### config.mk
export PLATFORM = sky130hd
export DESIGN_NAME = host_req_queue
export DESIGN_NICKNAME = d
export VERILOG_FILES = /design/src/rtl/gc_ctrl_pkg.sv /design/src/rtl/sync_fifo.sv /design/src/rtl/host_req_queue.sv
export SDC_FILE = /design/constraint.sdc
export NUM_CORES = 1
export LEC_CHECK = 0
export ABC_AREA = 1
export CAP_MARGIN = 20
export CORE_ASPECT_RATIO = 0.75
export CORE_UTILIZATION = 50
export DETAILED_ROUTE_END_ITERATION = 10
export GPL_ROUTABILITY_DRIVEN = 0
export GPL_TIMING_DRIVEN = 0
export PLACE_DENSITY_LB_ADDON = 0.12
export SYNTH_ARGS = -nofsm -noshare
export SYNTH_HDL_FRONTEND = slang
export SYNTH_HIERARCHICAL = 1
export SYNTH_SLANG_ARGS = --single-unit
### constraint.sdc
create_clock -name clk -period 11.4 [get_ports clk]
set_input_delay 2.28 -clock clk [delete_from_list [all_inputs] [get_ports clk]]
set_output_delay 2.28 -clock clk [all_outputs]
set_load 0.05 [all_outputs]
### src/rtl/gc_ctrl_pkg.sv
// Shared types and widths for the GC-DRAM refresh controller tree.
package gc_ctrl_pkg;

    localparam int ADDR_W = 10;
    localparam int DATA_W = 64;

    // One buffered host cycle: a write and a read issued together stay paired.
    typedef struct packed {
        logic              we;
        logic              re;
        logic [ADDR_W-1:0] waddr;
        logic [ADDR_W-1:0] raddr;
        logic [DATA_W-1:0] wdata;
    } req_slot_t;

endpackage

### src/rtl/sync_fifo.sv
// Generic single-clock FIFO: storage, wrapping pointers, occupancy, full/empty.
// A push while full is accepted only when a pop happens in the same cycle.
// A pop while empty is ignored. rdata always shows the head entry.
module sync_fifo #(
    parameter int WIDTH = 8,
    parameter int DEPTH = 4
) (
    input  logic                     clk,
    input  logic                     rst,
    input  logic                     push,
    input  logic                     pop,
    input  logic [WIDTH-1:0]         wdata,
    output logic [WIDTH-1:0]         rdata,
    output logic [$clog2(DEPTH):0]   level,
    output logic                     full,
    output logic                     empty
);

    localparam int PTR_W = $clog2(DEPTH);
    localparam int LVL_W = PTR_W + 1;

    logic [WIDTH-1:0] mem [DEPTH];
    logic [PTR_W-1:0] wptr;
    logic [PTR_W-1:0] rptr;
    logic             do_push;
    logic             do_pop;

    assign full    = (level == LVL_W'(DEPTH));
    assign empty   = (level == '0);
    assign do_pop  = pop & ~empty;
    assign do_push = push & (~full | do_pop);
    assign rdata   = mem[rptr];

    // Storage write; contents need no reset because empty hides them.
    always_ff @(posedge clk) begin
        if (do_push) begin
            mem[wptr] <= wdata;
        end
    end

    // Pointers wrap modulo DEPTH; level tracks accepted pushes minus pops.
    always_ff @(posedge clk) begin
        if (rst) begin
            wptr  <= '0;
            rptr  <= '0;
            level <= '0;
        end else begin
            if (do_push) begin
                wptr <= wptr + PTR_W'(1);
            end
            if (do_pop) begin
                rptr <= rptr + PTR_W'(1);
            end
            case ({do_push, do_pop})
                2'b10:   level <= level + LVL_W'(1);
                2'b01:   level <= level - LVL_W'(1);
                default: level <= level;
            endcase
        end
    end

endmodule

### src/rtl/host_req_queue.sv
// Host-side request buffer in front of the refresh controller. Holds host
// requests while a refresh owns the DRAM ports and replays them in order,
// then returns read data with a registered valid strobe.
//
// Handshake: a host cycle with host_we|host_re is a push. The push is taken
// when host_ready is 1 in that same cycle; host_ready already accounts for a
// same-cycle pop, so a full queue that is draining still accepts. A push made
// while host_ready is 0 is dropped and latches overflow until reset.
import gc_ctrl_pkg::*;

module host_req_queue #(
    parameter int DEPTH  = 4,
    parameter int RD_LAT = 1
) (
    input  logic                   clk,
    input  logic                   rst,
    input  logic                   host_we,
    input  logic                   host_re,
    input  logic [ADDR_W-1:0]      host_waddr,
    input  logic [ADDR_W-1:0]      host_raddr,
    input  logic [DATA_W-1:0]      host_wdata,
    output logic                   host_ready,
    output logic [DATA_W-1:0]      host_rdata,
    output logic                   host_rvalid,
    output logic                   overflow,
    output logic [$clog2(DEPTH):0] level,
    output logic                   we,
    output logic                   re,
    output logic [ADDR_W-1:0]      waddr,
    output logic [ADDR_W-1:0]      raddr,
    output logic [DATA_W-1:0]      in,
    input  logic                   busy,
    input  logic [DATA_W-1:0]      rd
);

    localparam int LVL_W  = $clog2(DEPTH) + 1;
    localparam int SLOT_W = $bits(req_slot_t);

    req_slot_t         push_slot;
    req_slot_t         head;
    logic [SLOT_W-1:0] head_bits;
    logic              push;
    logic              pop;
    logic              full;
    logic              empty;
    logic [RD_LAT:0]   rpipe;
    logic              sample;

    assign push      = host_we | host_re;
    assign push_slot = '{we: host_we, re: host_re, waddr: host_waddr,
                         raddr: host_raddr, wdata: host_wdata};

    // busy comes straight from the controller, so the head is held in the
    // same cycle a refresh starts and nothing leaks onto the ports.
    assign pop = ~empty & ~busy;

    sync_fifo #(
        .WIDTH (SLOT_W),
        .DEPTH (DEPTH)
    ) u_fifo (
        .clk   (clk),
        .rst   (rst),
        .push  (push),
        .pop   (pop),
        .wdata (push_slot),
        .rdata (head_bits),
        .level (level),
        .full  (full),
        .empty (empty)
    );

    assign head       = req_slot_t'(head_bits);
    assign host_ready = (level < LVL_W'(DEPTH)) | pop;

    // Issue strobes only on a real pop; fields read as zero when empty.
    always_comb begin
        we    = head.we & pop;
        re    = head.re & pop;
        waddr = '0;
        raddr = '0;
        in    = '0;
        if (!empty) begin
            waddr = head.waddr;
            raddr = head.raddr;
            in    = head.wdata;
        end
    end

    // Dropped push: only when full and no pop frees a slot this cycle.
    always_ff @(posedge clk) begin
        if (rst) begin
            overflow <= 1'b0;
        end else if (push & full & ~pop) begin
            overflow <= 1'b1;
        end
    end

    // Read-return shift pipe; stage RD_LAT is the registered valid strobe.
    always_ff @(posedge clk) begin
        if (rst) begin
            rpipe <= '0;
        end else begin
            rpipe[0] <= re;
            for (int i = 1; i <= RD_LAT; i++) begin
                rpipe[i] <= rpipe[i-1];
            end
        end
    end

    // rd is valid RD_LAT cycles after issue; pick the pipe tap at that age.
    generate
        if (RD_LAT == 0) begin : g_tap_issue
            assign sample = re;
        end else begin : g_tap_pipe
            assign sample = rpipe[RD_LAT-1];
        end
    endgenerate

    assign host_rvalid = rpipe[RD_LAT];

    // Capture controller read data on the cycle it is valid; hold otherwise.
    always_ff @(posedge clk) begin
        if (rst) begin
            host_rdata <= '0;
        end else if (sample) begin
            host_rdata <= rd;
        end
    end

endmodule

==> results.cfg <==
[run_status]
status = complete, no violations

[synthesis]
synth_edf_count = 344
netlist_area_um2 = 16400
synthXorXnorAreaFrac = 0
synth_flop_cell = edfxtp_1
yosys_register_bits = 420
yosys.area_share.simple = 0.0982
synth_compound_area_frac = 0.112
synth_top_area_cell = edfxtp_1
syn_inst = 1380
synth_top_family_by_area = compound AO/OA/AOI/OAI gates
synth.mux.area_fraction = 0
syn_nets = 1539
synthTopCellsByArea = edfxtp_1 (63%), dfxtp_1 (9.3%), nor2_1 (6.2%), o21ai_0 (5.0%), nand2_1 (3.3%)
synth-seq-area-share = 0.725
yosysTopAreaCellShare = 0.632
synth_warnings = 6
ys_types = 23
synth_most_common_cell = edfxtp_1
yosys-top-cells-count = edfxtp_1 (344), nor2_1 (271), o21ai_0 (163)
synthAdderAreaFrac = 0.00505
syn_area_per_cell_um2 = 11.9
async_flop_share = 0

[die]
fp.dieW_um = 211
dieHeight_um = 159
core_area_um2 = 31700
initial_core_util = 0.515
rows = 56
dieArea_um2 = 33400
design.portCount = 309

[clock_tree]
hold_buffers = 0
clock_path_buffers = 3
path_clk_slew_ns = 0.07
cts_root_buf = clkbuf_16
post_cts_buffers = 0
cts_made_buffers = 40
clk_latency_ns = 0.54
cts_sinks = 420
h-tree-depth = 2
cts_tree = yes
cts_resized = 0

[global_route]
antenna_found_initial = 3
grt_max_degree = 28
grt_pass1_wl_um = 60800
grt.total_usage = 0.241
grt_overflow = 0
grt_pass1_vias = 11148

[layout]
seqCellArea_um2 = 11900
utilization = 0.678
multiInputGateArea_um2 = 3550
nNetsFinal = 1901
fill_cells = 2336
final_cells = 2208
synthToLayoutAreaGrowth_pct = 31.6
drive_gt1_frac = 0.0875

[sta]
rsz0062_at_grt = no
post-route-period-util = 0.559
setup_viol = 0
post-route-min-period_ns = 6.37
fin_setup_tns_ns = 0
hold_violations = 0
maxSlewHeadroom = 0.489
fin_worst_skew_ns = 0.0217
tightest_slew_ns = 0.764
report.final.slew_viol_count = 0
timing.fmax_mhz = 157
fin_ws_ns = 5.03

[routing]
drtPass1Iterations = 5
wire_per_inst_um = 18.7
drtIter0Drc = 955
routed_wl_um = 41300
vias_per_cell = 5.26
ant_nets = 0
drcViolationCount = 0
vias = 11605

[power_and_ir_drop]
p_sw_uw = 2060
p_int_uw = 3260
switching_share = 0.387
power_uw = 5330
vdd.ir_drop.worst_mv = 0.217
p_per_area_nw_per_um2 = 247
power.share.combinational = 0.399
p_seq_frac = 0.361
clkPwrFrac = 0.240
p_leak_uw = 0.00777

[run]
drv_cap = 0

[min_path]
whs_path_depth = 2
min_to = overflow
min_path_type = reg2reg
holdCritStartpoint = overflow

[setup_path]
critPathLaunchType = input pin
crit_fanout = 6
crit_arrival_ns = 4.09
end_kind = output port
worst_r2r_path_depth = 12
critical_path_class = in2out
ff2ff_setup_slack_ns = 8.17
rr_endpoint = u_fifo/mem[1][44]
r2r-start = u_fifo/level[2]
cp_data_required_time_ns = 9.12

[placed_design]
place.port_buffers = 308
dp_hpwl_um = 27500
dp_slack_ns = 5.03
dp.cells = 2135
[metal layers]
layer	global-route usage	vias up	wire, µm
met5	0	-	16
met4	0.0835	2	1030
met3	0.0422	74	2590
met2	0.387	427	19600
met1	0.334	5580	18000
li1	-	5522	-
[cell families (layout without fill, tap and decap cells)]
family,after synthesis,in the layout
AOI/OAI and AO/OA,330,330
adders and majority gates,6,6
buffers and inverters,199,591
DFF,420,420
other,0,1
and+or+nand+nor,425,425
[critical path: stages]
cell	delay (ns)
clkdlybuf4s50_1	0.41
inv_1	0.06
nand2_1	0.19
nor2_1	0.29
clkdlybuf4s50_1	0.86
[worst max-delay path by stage]
stage,to,from,slack [ns],depth (start not counted)
final,we,busy,5.03,5
after detailed placement,we,busy,5.03,5
after global placement,u_fifo/mem[3][47],busy,0.84,8
after CTS,we,busy,5.02,5
after floorplan,u_fifo/mem[0][0],busy,4.43,7
after global routing,we,busy,4.89,5
[state kept, by name, summed over array words and instances, names as in the netlist, named ones only]
register	count
rpipe	2
u_fifo/rptr	2
overflow	1
u_fifo/wptr	2
host_rdata	64
u_fifo/level	3
u_fifo/mem	344
[cell usage in the layout, fill, tap and decap left out, drive strengths merged]
| cell | n |
|---|---|
| buf | 69 |
| ha | 5 |
| clkbuf | 80 |
| clkinv | 14 |
| a21oi | 70 |
| nor2 | 271 |
| o22ai | 86 |
| clkinvlp | 1 |
| nor3 | 2 |
| nand3 | 7 |
| dfxtp | 76 |
| clkdlybuf4s50 | 308 |
| fa | 1 |
| nand2 | 145 |
| edfxtp | 344 |
| o21ai | 174 |
| diode | 1 |
| inv | 116 |
| bufinv | 3 |
[power groups by stage]
stage	Clock (µW)	Combinational (µW)	Sequential, µW
5_1_grt	1360	2250	1940
2_1_floorplan	0	1260	2050
4_1_cts	1310	2130	1920
3_3_place_gp	0	2070	1990
3_5_place_dp	0	2130	1950
6_report	1280	2130	1920
[through the flow]
step	hold slack (ns)	instance area, µm²
5_1_grt	0.479	21500
3_3_place_gp	0.440	20000
6_report	0.455	21500
3_5_place_dp	0.452	20300
4_1_cts	0.457	21500
2_1_floorplan	0.459	16400
[final cells by class]
class,instances,share of cell area
tap,435,0.0253
inverter,114,0.0201
multi-input combinational,761,0.165
sequential,420,0.551
buffer,85,0.0255
clock inverter,20,0.00796
timing repair buffer,320,0.155
antenna,1,0.000116
clock buffer,52,0.0505
Note: power is estimated with default switching activity, not from simulation.
